**src/rtl/cordic_job_feeder.sv**
```systemverilog
// cordic_job_feeder: queues float angles in a small FIFO, runs them one at a
// time through the CORDIC cosine core, and returns each result with a timeout
// flag.
//
// Handshakes: a transfer happens on a rising clk edge where valid && ready are
// both high. The producer holds valid and its data stable until that edge, and
// ready never depends on valid. Input side: in_valid/in_ready. Output side:
// out_valid/out_ready.
module cordic_job_feeder #(
  parameter int FLOAT_DATA_WIDTH = 32,
  parameter int FIFO_ADDR_WIDTH  = 2,
  parameter int TIMEOUT_WIDTH    = 8,
  parameter int TIMEOUT_CYCLES   = 255,
  parameter int RELEASE_CYCLES   = 2
) (
  input  logic                        clk,
  input  logic                        rst,
  input  logic                        in_valid,
  output logic                        in_ready,
  input  logic [FLOAT_DATA_WIDTH-1:0] in_angle,
  output logic                        out_valid,
  input  logic                        out_ready,
  output logic [FLOAT_DATA_WIDTH-1:0] out_result,
  output logic                        out_timeout,
  output logic                        core_clk_en,
  output logic [FLOAT_DATA_WIDTH-1:0] core_angle,
  input  logic                        core_done,
  input  logic [FLOAT_DATA_WIDTH-1:0] core_result,
  output logic                        busy,
  output logic [FIFO_ADDR_WIDTH:0]    fifo_count,
  output logic [1:0]                  dbg_state
);

  typedef enum logic [1:0] {
    ST_IDLE    = 2'd0,
    ST_RUN     = 2'd1,
    ST_RELEASE = 2'd2
  } state_e;

  localparam int                          DEPTH    = 1 << FIFO_ADDR_WIDTH;
  localparam logic [FIFO_ADDR_WIDTH:0]    FULL_CNT = (FIFO_ADDR_WIDTH+1)'(DEPTH);
  localparam logic [TIMEOUT_WIDTH-1:0]    WD_LAST  = TIMEOUT_WIDTH'(TIMEOUT_CYCLES - 1);
  localparam int                          REL_W    = (RELEASE_CYCLES < 2) ? 1 : $clog2(RELEASE_CYCLES + 1);
  localparam logic [REL_W-1:0]            REL_LAST = REL_W'(RELEASE_CYCLES - 1);
  localparam logic [FLOAT_DATA_WIDTH-1:0] QNAN     = FLOAT_DATA_WIDTH'(32'h7FC0_0000);

  // Input FIFO storage and pointers
  logic [FLOAT_DATA_WIDTH-1:0] mem_q [DEPTH];
  logic [FIFO_ADDR_WIDTH-1:0]  wr_ptr_q, wr_ptr_d;
  logic [FIFO_ADDR_WIDTH-1:0]  rd_ptr_q, rd_ptr_d;
  logic [FIFO_ADDR_WIDTH:0]    count_q, count_d;

  // Sequencer state and datapath registers
  state_e                      state_q, state_d;
  logic                        core_en_q, core_en_d;
  logic [FLOAT_DATA_WIDTH-1:0] core_angle_q, core_angle_d;
  logic [TIMEOUT_WIDTH-1:0]    wd_q, wd_d;
  logic [REL_W-1:0]            rel_q, rel_d;
  logic                        out_valid_q, out_valid_d;
  logic [FLOAT_DATA_WIDTH-1:0] out_result_q, out_result_d;
  logic                        out_timeout_q, out_timeout_d;

  logic push;
  logic issue;
  logic wd_expired;

  assign in_ready   = (count_q != FULL_CNT);
  assign push       = in_valid && in_ready;
  // A job is only issued with the result slot empty, so a done pulse always
  // has somewhere to land.
  assign issue      = (state_q == ST_IDLE) && (count_q != '0) && !out_valid_q;
  assign wd_expired = (wd_q == WD_LAST);

  // FIFO pointer and occupancy bookkeeping
  always_comb begin
    wr_ptr_d = wr_ptr_q;
    rd_ptr_d = rd_ptr_q;
    count_d  = count_q;
    if (push)  wr_ptr_d = wr_ptr_q + FIFO_ADDR_WIDTH'(1);
    if (issue) rd_ptr_d = rd_ptr_q + FIFO_ADDR_WIDTH'(1);
    case ({push, issue})
      2'b10:   count_d = count_q + (FIFO_ADDR_WIDTH+1)'(1);
      2'b01:   count_d = count_q - (FIFO_ADDR_WIDTH+1)'(1);
      default: count_d = count_q;
    endcase
  end

  // FIFO storage write; contents need no reset because count gates every read
  always_ff @(posedge clk) begin
    if (push) mem_q[wr_ptr_q] <= in_angle;
  end

  // FIFO pointer/count registers
  always_ff @(posedge clk or negedge rst) begin
    if (!rst) begin
      wr_ptr_q <= '0;
      rd_ptr_q <= '0;
      count_q  <= '0;
    end else begin
      wr_ptr_q <= wr_ptr_d;
      rd_ptr_q <= rd_ptr_d;
      count_q  <= count_d;
    end
  end

  // FSM state register
  always_ff @(posedge clk or negedge rst) begin
    if (!rst) state_q <= ST_IDLE;
    else      state_q <= state_d;
  end

  // FSM next-state: RELEASE waits out the hold time and for done to fall
  always_comb begin
    state_d = state_q;
    case (state_q)
      ST_IDLE:    if (issue) state_d = ST_RUN;
      ST_RUN:     if (core_done || wd_expired) state_d = ST_RELEASE;
      ST_RELEASE: if ((rel_q == REL_LAST) && !core_done) state_d = ST_IDLE;
      default:    state_d = ST_IDLE;
    endcase
  end

  // FSM outputs: core drive, watchdog, release timer and result slot updates
  always_comb begin
    core_en_d     = core_en_q;
    core_angle_d  = core_angle_q;
    wd_d          = wd_q;
    rel_d         = rel_q;
    out_valid_d   = out_valid_q;
    out_result_d  = out_result_q;
    out_timeout_d = out_timeout_q;

    if (out_valid_q && out_ready) out_valid_d = 1'b0;

    case (state_q)
      ST_IDLE: begin
        if (issue) begin
          core_angle_d = mem_q[rd_ptr_q];
          core_en_d    = 1'b1;
          wd_d         = '0;
        end
      end
      ST_RUN: begin
        wd_d = wd_q + TIMEOUT_WIDTH'(1);
        // A done arriving on the watchdog's last cycle still reports the
        // real result.
        if (core_done) begin
          out_result_d  = core_result;
          out_timeout_d = 1'b0;
          out_valid_d   = 1'b1;
          core_en_d     = 1'b0;
          rel_d         = '0;
        end else if (wd_expired) begin
          out_result_d  = QNAN;
          out_timeout_d = 1'b1;
          out_valid_d   = 1'b1;
          core_en_d     = 1'b0;
          rel_d         = '0;
        end
      end
      ST_RELEASE: begin
        core_en_d = 1'b0;
        if (rel_q != REL_LAST) rel_d = rel_q + REL_W'(1);
      end
      default: begin
        core_en_d = 1'b0;
      end
    endcase
  end

  // Datapath registers; reset drops core_clk_en at once, abandoning any job
  always_ff @(posedge clk or negedge rst) begin
    if (!rst) begin
      core_en_q     <= 1'b0;
      core_angle_q  <= '0;
      wd_q          <= '0;
      rel_q         <= '0;
      out_valid_q   <= 1'b0;
      out_result_q  <= '0;
      out_timeout_q <= 1'b0;
    end else begin
      core_en_q     <= core_en_d;
      core_angle_q  <= core_angle_d;
      wd_q          <= wd_d;
      rel_q         <= rel_d;
      out_valid_q   <= out_valid_d;
      out_result_q  <= out_result_d;
      out_timeout_q <= out_timeout_d;
    end
  end

  assign core_clk_en = core_en_q;
  assign core_angle  = core_angle_q;
  assign out_valid   = out_valid_q;
  assign out_result  = out_result_q;
  assign out_timeout = out_timeout_q;
  assign busy        = (state_q != ST_IDLE);
  assign fifo_count  = count_q;
  assign dbg_state   = state_q;

endmodule

```
**config.mk**
```make
export PLATFORM = sky130hd
export DESIGN_NAME = cordic_job_feeder
export DESIGN_NICKNAME = d
export VERILOG_FILES = /design/src/rtl/cordic_job_feeder.sv
export SDC_FILE = /design/constraint.sdc
export NUM_CORES = 1
export LEC_CHECK = 0
export BUFFER_PORTS_ARGS = -buffer_cell sky130_fd_sc_hd__buf_2
export CORE_MARGIN = 10
export CORE_UTILIZATION = 62
export CTS_BUF_LIST = sky130_fd_sc_hd__clkbuf_4
export DETAILED_ROUTE_END_ITERATION = 6
export PLACE_DENSITY = 0.9
export SYNTH_ARGS = -nofsm -noshare
export SYNTH_HDL_FRONTEND = slang
export SYNTH_SLANG_ARGS = --single-unit
export TNS_END_PERCENT = 20
```
**constraint.sdc**
```tcl
create_clock -name clk -period 4.8 [get_ports clk]
set_input_delay 0.96 -clock clk [delete_from_list [all_inputs] [get_ports clk]]
set_output_delay 0.96 -clock clk [all_outputs]
set_load 0.03 [all_outputs]
```
==> results.yml, run 1 <==
logic_synthesis:
  synthArstFlopShare: 0.402
  synth_compound_area_frac: 0.0677
  synthDistinctLibCells: 48
  seq_area_frac_synth: 0.714
  synth_simple_gate_area_frac: 0.0291
  yosys.area_share.xor_xnor: 0.00835
  ys_ff_latch: 214
  synth_nets: 569
  muxShareOfSynthArea: 0.131
  synth_edf_count: 128
  yosysWarnings: 0
  synth-adder-area-share: 0.0143
  syn_inst: 491
  synth_flop_cell: "edfxtp_1"
  avgSynthCellArea_um2: 17.1
  synth_top_family_by_area: "multiplexers"
  syn_area_mm2: 0.00839
grt:
  grt_start_max_net_pins: 87
  overflow: 0
  antenna_found_initial: 1
  grt_usage: 0.187
  grt_pass1_wl_um: 27300
  grt_pass1_vias: 5348
floorplan:
  row_count: 42
  die_h_um: 136
  initial_utilization: 0.634
  fp.dieW_um: 136
  die_area_mm2: 0.0186
  core_area_mm2: 0.0132
  io_pins: 143
drt:
  drc: 0
  route.vias.total: 5012
  drtAntennaViolNets: 0
  first_pass_iters: 5
  drt_iter0_drc: 343
  via_per_inst: 5.70
  wl_per_cell_um: 19.7
  routed_wirelength_um: 17300
status:
  status: "finished clean"
critical_path:
  crit_required_ns: 3.84
  critPathKind: "reg -> out"
  cp-end-kind: "output pin"
  path_max_fanout: 13
  r2r_start: "dbg_state[1]"
  rr_endpoint: "fifo_count[2]"
  r2r_cells: 9
  r2r_slack_ns: 2.07
  critPathArrivalTime_ns: 1.81
  crit_path_start_kind: "register"
power_and_ir_drop:
  total_power_mw: 7.04
  leakage_nw: 4.10
  powerDensity_mw_per_mm2: 712
  vdd_ir_drop_max_v: 0.000459
clocking:
  clkSlewWorstSetupHoldPaths_ns: 0.06
  cts_resized: 0
  clock_sinks: 214
  cts_tree: "built"
  cts_hold_buf: 0
  cts_root_buffer: "clkbuf_4"
  post_cts_buffers: 0
  cts_buffers: 50
  worstSkewPairLatency_ns: 0.66
  cts-htree-levels: 2
  clockBufferDepth: 3
sta:
  drv_slew: 0
  slew_headroom: 0.158
  holdWs_ns: 0.489
  fin_tns_setup_ns: 0
  finalCriticalPeriod_ns: 2.77
  clock.fmax_mhz: 361
  setup_violations: 0
  rsz0062_at_grt: "no"
  fin_skew_ns: 0.0339
  fin_crit_sh: 0.577
  worstMarginPinSlew_ns: 1.26
  hold_viol: 0
hold_path:
  worst_hold_path.num_cells: 1
  worstHoldEndpoint: "wd_q[7]"
  hold_path_class: "reg -> reg"
  hold_path.startpoint: "wd_q[7]"
final_layout:
  drive_gt1_frac: 0.413
  nets: 739
  final_cell_mix: "buf_2 (141), edfxtp_1 (128), dfrtp_1 (84), clkbuf_4 (76), inv_1 (42)"
  final_cell_area_mm2: 0.00988
  nFillCells: 797
  area_delta_synth_final_pct: 17.7
  final_common_cell: "buf_2"
flow_run:
  max_cap_violations: 0
place:
  place_congestion: 0.800
  dpl_cell_area_mm2: 0.00921
  hpwl_um: 11200
  portBuffers: 142
critical path, cell delays in order (launching register included):
cell and delay, ns:
dfrtp_1 0.52, or2_0 0.36, buf_2 0.30
worst max-delay path by stage:
stage / end / start
global route: fifo_count[2] / dbg_state[1]
CTS: busy / dbg_state[1]
detailed placement: fifo_count[2] / dbg_state[1]
global placement: fifo_count[2] / dbg_state[1]
floorplan: fifo_count[2] / dbg_state[0]
finish: busy / dbg_state[1]
Yosys cell counts (2+ instances only):
cell / n / area, µm²
and3b_1: 2 / 17.5
nand2_1: 3 / 11.3
mux2_2: 26 / 293
clkbuf_1: 14 / 52.6
nand3_1: 2 / 10.0
ha_1: 8 / 100
nor4_1: 2 / 12.5
xor2_1: 4 / 35.0
mux4_2: 32 / 721
nor2b_1: 5 / 31.3
and3_1: 5 / 31.3
a31oi_1: 6 / 37.5
o22ai_1: 12 / 75.1
a22oi_1: 23 / 173
a21oi_1: 10 / 50.1
dfrtp_1: 86 / 2150
a221oi_1: 2 / 17.5
nor2_1: 4 / 15.0
a211o_1: 2 / 17.5
edfxtp_1: 128 / 3840
a21o_1: 3 / 22.5
nor3b_1: 2 / 15.0
inv_1: 42 / 158
and4_1: 2 / 17.5
mux2_1: 7 / 78.8
xnor2_1: 4 / 35.0
o21ai_0: 24 / 120
buf_1: 3 / 11.3
nor3_1: 2 / 10.0
buf_6: 4 / 45.0
buf_2: 5 / 25.0
kinds of logic after synthesis:
kind of cell | Yosys count
flops | 214
compound gates | 88
buf+inv | 68
mux | 66
simple gates | 38
fa+ha+maj | 9
xor+xnor | 8
flip-flops by register name, summed over array words and instances (netlist names):
| name | count |
|---|---|
| mem_q | 128 |
| core_angle | 32 |
| out_result | 32 |
| wd_q | 8 |
| fifo_count | 3 |
| dbg_state | 2 |
| rd_ptr_q | 2 |
| rel_q | 2 |
| wr_ptr_q | 2 |
| core_clk_en | 1 |
| out_timeout | 1 |
| out_valid | 1 |
routing by layer:
metal | vias to the layer above | GRT usage | share of wire
li1 | 2261 | - | -
met1 | 2551 | 0.213 | 0.38
met2 | 179 | 0.322 | 0.53
met3 | 21 | 0.0587 | 0.081
met4 | 0 | 0.0751 | 0.015
met5 | - | 0 | 0
metrics by stage:
step                utilization  instances  worst slack, ns
floorplan                     -        491             2.17
global placement          0.696        785             2.22
detailed placement        0.696        785             2.10
CTS                       0.746        878             2.01
global route              0.746        878             1.91
finish                    0.746        879             2.03
final cells by class:
class                           instances  area (µm²)  share of cell area
Inverter                               42         158              0.0160
Tap cell                              176         220              0.0223
Clock inverter                         17        90.1             0.00912
Multi-Input combinational cell        209        2110               0.214
Clock buffer                           76         571              0.0578
Sequential cell                       214        6000               0.607
Timing Repair Buffer                  144         728              0.0737
Antenna cell                            1        2.50            0.000253
power by group:
part,internal (mW),leakage (nW),switching [mW],total [mW]
registers,2.55,2.19,0.389,2.94
clock network,0.778,0.394,0.684,1.46
logic,1.05,1.52,1.58,2.63
total,4.39,4.10,2.65,7.04
Note: power is estimated with default switching activity, not from simulation.
==> inputs of run 2 (changes only) <==
--- a/config.mk
+++ b/config.mk
@@ -7,10 +7,10 @@
 export LEC_CHECK = 0
 export BUFFER_PORTS_ARGS = -buffer_cell sky130_fd_sc_hd__buf_2
 export CORE_MARGIN = 10
-export CORE_UTILIZATION = 62
+export CORE_UTILIZATION = 58
 export CTS_BUF_LIST = sky130_fd_sc_hd__clkbuf_4
 export DETAILED_ROUTE_END_ITERATION = 6
-export PLACE_DENSITY = 0.9
+export PLACE_DENSITY = 0.85
 export SYNTH_ARGS = -nofsm -noshare
 export SYNTH_HDL_FRONTEND = slang
 export SYNTH_SLANG_ARGS = --single-unit
==> constraint.sdc (replaced) <==
create_clock -name clk -period 2.6 [get_ports clk]
set_input_delay 0.52 -clock clk [delete_from_list [all_inputs] [get_ports clk]]
set_output_delay 0.52 -clock clk [all_outputs]
set_load 0.03 [all_outputs]
==> run 2 against run 1 <==
Final cell count is 1.1% higher. Critical path depth stayed put. Design area is 0.23% higher. Hold slack worse by 0.42 ns. Via count is 2.0% lower. Routed wire length is 2.7% lower. Largest cell class unchanged. Highest routed layer is now met5.
==> results.yml, run 2 (synthesis gave the netlist of run 1 again) <==
sta:
  clock.fmax_mhz: 435
  fin_ws_ns: 0.303
  holdWs_ns: 0.0698
  fin_skew_ns: 0.0290
  fin_tns_setup_ns: 0
  hold_viol: 0
  worstMarginPinSlew_ns: 0.901
  drv_slew: 0
  rsz0062_at_grt: "no"
  setup_violations: 0
  fin_crit_sh: 0.884
  finalCriticalPeriod_ns: 2.30
  slew_headroom: 0.399
clocking:
  cts_resized: 0
  cts_root_buffer: "clkbuf_4"
  worstSkewPairLatency_ns: 0.65
  clkSlewWorstSetupHoldPaths_ns: 0.07
  cts_tree: "built"
  clock_sinks: 214
  clockBufferDepth: 3
  cts-htree-levels: 2
  cts_buffers: 50
critical_path:
  critPathArrivalTime_ns: 1.78
  cp-end-kind: "output pin"
  crit_required_ns: 2.08
  cp_slowest_stage_delay_ns: 0.52
  path_max_fanout: 11
  crit_slowest_cell: "dfrtp_1"
  critPathKind: "reg -> out"
  crit_path_start_kind: "register"
  crit_chain: "or2_0 > buf_2"
floorplan:
  fp.dieW_um: 140
  initial_utilization: 0.598
  io_pins: 143
  die_area_mm2: 0.0197
  row_count: 43
  die_h_um: 140
  core_area_mm2: 0.0140
final_layout:
  final_cell_area_mm2: 0.00990
  final_cell_mix: "buf_2 (141), edfxtp_1 (128), dfrtp_1 (84), clkbuf_4 (74), inv_1 (42)"
  seq_area_mm2: 0.00600
  largest_reg_flops: 128
  multiInputGateArea_mm2: 0.00211
  drive_gt1_frac: 0.414
  top_register: "mem_q"
  instances_no_fill: 889
  final_common_cell: "buf_2"
  nets: 745
  area_delta_synth_final_pct: 18.0
  nFillCells: 904
place:
  dp_worst_setup_slack_ns: 0.341
  portBuffers: 142
  place_congestion: 0.860
  dp_cells: 794
  dpl_cell_area_mm2: 0.00926
  hpwl_um: 11100
grt:
  grt_usage: 0.168
  grt_pass1_wl_um: 26700
  grt_pass1_vias: 5245
  overflow: 0
  grt_start_max_net_pins: 39
  antenna_found_initial: 2
flow_run:
  max_cap_violations: 0
drt:
  drc: 0
  route.vias.total: 4910
  routed_wirelength_um: 16900
  via_per_inst: 5.52
  drt_iter0_drc: 205
  wl_per_cell_um: 19.0
  first_pass_iters: 5
  drtAntennaViolNets: 0
power_and_ir_drop:
  vdd_ir_drop_max_v: 0.000915
  powerDensity_mw_per_mm2: 1300
  leakage_nw: 4.11
hold_path:
  hold_path_class: "in -> reg"
status:
  status: "finished clean"
## run 2: cell types whose count changed in the layout (fill, tap and decap cells not counted)
cell	previous run	this run
bufinv_16	1	0
nor2b_2	1	0
clkbuf_4	76	74
nor2b_1	4	5
clkinv_2	0	2
clkinv_1	14	15
inv_2	2	1
buf_4	3	8
dlygate4sd3_1	0	1
clkinvlp_4	0	1
## run 2: final timing paths
kind	startpoint	endpoint	slack, ns	cells past startpoint
worst max-delay path	dbg_state[0]	busy	0.30	2
worst min-delay path	out_ready	out_valid	0.07	2
worst max register to register	fifo_count[0]	fifo_count[2]	0.31	9
worst min register to register	core_angle[8]	core_angle[8]	0.48	1
max in group asynchronous	rst	out_result[10]	1.43	3
min in group asynchronous	rst	core_angle[9]	0.39	2
## run 2: repair_timing
action,in CTS,in global routing
hold buffers,1,0
endpoints found under the hold margin,36,0
setup buffers,0,0
## run 2: critical path: cells and delay by family (launching register included)
kind          cells  cell delay [ns]
buf+inv           1             0.29
flops             1             0.52
simple gates      1             0.33
## run 2: cell type report
type / count / area share
Antenna cell: 1 / 0.000253
Clock buffer: 74 / 0.0561
Clock inverter: 19 / 0.00783
Inverter: 42 / 0.0159
Multi-Input combinational cell: 209 / 0.213
Sequential cell: 214 / 0.606
Tap cell: 180 / 0.0227
Timing Repair Buffer: 150 / 0.0783
## run 2: power breakdown
part | leakage (nW) | switching, mW | total, mW | internal [mW]
logic | 1.55 | 2.94 | 4.92 | 1.98
registers | 2.19 | 0.660 | 5.37 | 4.71
clock network | 0.376 | 1.25 | 2.56 | 1.31
## run 2: routing by layer
| layer | GRT usage | vias to the layer above | share of wire |
|---|---|---|---|
| met5 | 0 | - | 0.00071 |
| met4 | 0.0636 | 2 | 0.015 |
| met3 | 0.0615 | 27 | 0.098 |
| met2 | 0.268 | 202 | 0.49 |
| met1 | 0.205 | 2406 | 0.40 |
| li1 | - | 2273 | - |
## run 2: through the flow
stage | util | power [mW]
CTS | 0.705 | 13.0
floorplan | - | 9.00
finish | 0.705 | 12.9
detailed placement | 0.659 | 10.4
global route | 0.705 | 13.7
global placement | 0.659 | 10.2
==> inputs of run 3 (changes only) <==
--- a/config.mk
+++ b/config.mk
@@ -9,7 +9,9 @@
 export CORE_MARGIN = 10
 export CORE_UTILIZATION = 58
 export CTS_BUF_LIST = sky130_fd_sc_hd__clkbuf_4
+export CTS_CLUSTER_DIAMETER = 60
 export DETAILED_ROUTE_END_ITERATION = 6
+export MAX_ROUTING_LAYER = met4
 export PLACE_DENSITY = 0.85
 export SYNTH_ARGS = -nofsm -noshare
 export SYNTH_HDL_FRONTEND = slang
==> run 3 against run 2 <==
Hold slack worse by 0.0086 ns. Die area is the same. Clock power about the same. Worst setup slack got worse by 0.0034 ns. Routed wire length increased by 0.25%. Critical path depth stayed put. Total power up 0.10%. Sequential power barely moved. Non-clock buffer count unchanged. Critical endpoint unchanged. Highest routed layer is now met4.
==> results.yml, run 3 (synthesis gave the netlist of run 1 again) <==
status:
  status: "finished clean"
place:
  dpl_cell_area_mm2: 0.00926
  hpwl_um: 11100
  portBuffers: 142
  place_congestion: 0.871
  dp_cells: 794
drt:
  drt_iter0_drc: 205
  via_per_inst: 5.54
  routed_wirelength_um: 16900
  route.vias.total: 4932
  drc: 0
  wl_per_cell_um: 19.0
  first_pass_iters: 4
  drtAntennaViolNets: 0
flow_run:
  max_cap_violations: 0
sta:
  slew_headroom: 0.397
  drv_slew: 0
  clock.fmax_mhz: 435
  fin_crit_sh: 0.885
  fin_tns_setup_ns: 0
  finalCriticalPeriod_ns: 2.30
  worstMarginPinSlew_ns: 0.905
  setup_violations: 0
  hold_viol: 0
  rsz0062_at_grt: "no"
  fin_skew_ns: 0.0329
clocking:
  cts-htree-levels: 2
  clock_sinks: 214
  cts_root_buffer: "clkbuf_4"
  post_cts_buffers: 0
  cts_buffers: 50
  worstSkewPairLatency_ns: 0.67
  clkSlewWorstSetupHoldPaths_ns: 0.07
  cts_tree: "built"
  clockBufferDepth: 3
critical_path:
  critPathKind: "reg -> out"
  crit_required_ns: 2.08
  crit_slowest_cell: "dfrtp_1"
  cp_top_family: "flip-flops"
  cp_slowest_stage_delay_ns: 0.52
  critPathArrivalTime_ns: 1.78
  crit_chain: "or2_0 > buf_2"
  path_max_fanout: 11
  cp-end-kind: "output pin"
  crit_path_start_kind: "register"
  path_buf_inv: 1
grt:
  grt_start_max_net_pins: 39
  grt_pass1_wl_um: 26700
  grt_pass1_vias: 5250
  overflow: 0
  grt_usage: 0.173
  antenna_found_initial: 3
floorplan:
  core_area_mm2: 0.0140
  io_pins: 143
  initial_utilization: 0.598
  die_h_um: 140
  row_count: 43
  fp.dieW_um: 140
  die_area_mm2: 0.0197
hold_path:
  hold_path_class: "in -> reg"
final_layout:
  final_cell_area_mm2: 0.00991
  area_delta_synth_final_pct: 18.1
  final_common_cell: "buf_2"
  nFillCells: 906
  top_register: "mem_q"
  instances_no_fill: 891
  nets: 745
  final_cell_mix: "buf_2 (141), edfxtp_1 (128), dfrtp_1 (84), clkbuf_4 (74), inv_1 (42)"
  largest_reg_flops: 128
  drive_gt1_frac: 0.414
power_and_ir_drop:
  leakage_nw: 4.11
  vdd_ir_drop_max_v: 0.000887
  powerDensity_mw_per_mm2: 1300
[run 3: cell count changes in the layout (fill, tap and decap cells not counted)]
cell	change
diode_2	+2
[run 3: final timing paths]
| kind | startpoint | endpoint | slack [ns] | cells past startpoint |
|---|---|---|---|---|
| max | dbg_state[0] | busy | 0.30 | 2 |
| min | out_ready | out_valid | 0.06 | 2 |
| max reg2reg | fifo_count[0] | fifo_count[2] | 0.31 | 9 |
| min reg2reg | core_angle[8] | core_angle[8] | 0.48 | 1 |
| max in group asynchronous | rst | out_result[10] | 1.44 | 3 |
| min in group asynchronous | rst | core_angle[9] | 0.37 | 2 |
[run 3: through the flow]
step / util / setup slack [ns] / power, mW / hold slack [ns]
after global routing: 0.706 / 0.185 / 13.7 / 0.0458
after CTS: 0.705 / 0.290 / 13.0 / 0.0275
after detailed placement: 0.659 / 0.341 / 10.4 / 0.474
after global placement: 0.659 / 0.420 / 10.2 / 0.467
final: 0.706 / 0.299 / 12.9 / 0.0612
after floorplan: - / 0.0157 / 9.00 / 0.224
[run 3: where the power goes]
part / leakage [nW] / switching, mW / internal (mW)
clock: 0.376 / 1.26 / 1.31
sequential: 2.19 / 0.660 / 4.71
combinational: 1.55 / 2.95 / 1.98
[run 3: layout make-up]
type | count | area, µm² | area share
Multi-Input combinational cell | 209 | 2110 | 0.213
Antenna cell | 3 | 7.51 | 0.000758
Clock buffer | 74 | 556 | 0.0561
Tap cell | 180 | 225 | 0.0227
Timing Repair Buffer | 150 | 776 | 0.0783
Clock inverter | 19 | 77.6 | 0.00783
Sequential cell | 214 | 6000 | 0.605
Inverter | 42 | 158 | 0.0159
[run 3: worst register-to-register path, cell delays in order (launching register included)]
cell and delay (ns):
dfrtp_1 0.44, or3b_1 0.46, and2_1 0.23, inv_1 0.06, ha_1 0.18, inv_1 0.06
fa_1 0.37, xor2_1 0.15, nor2_1 0.11, xor2_1 0.15
[run 3: what timing repair did]
| action | in CTS | in global routing |
|---|---|---|
| hold buffers | 1 | 0 |
| resized for setup | 0 | 0 |
| endpoints found under the hold margin | 36 | 0 |
[run 3: metal layers]
metal,share of wire,vias up,global-route usage
li1,-,2278,-
met1,0.41,2441,0.209
met2,0.49,191,0.268
met3,0.088,22,0.0548
met4,0.013,0,0.0636
met5,0,-,-
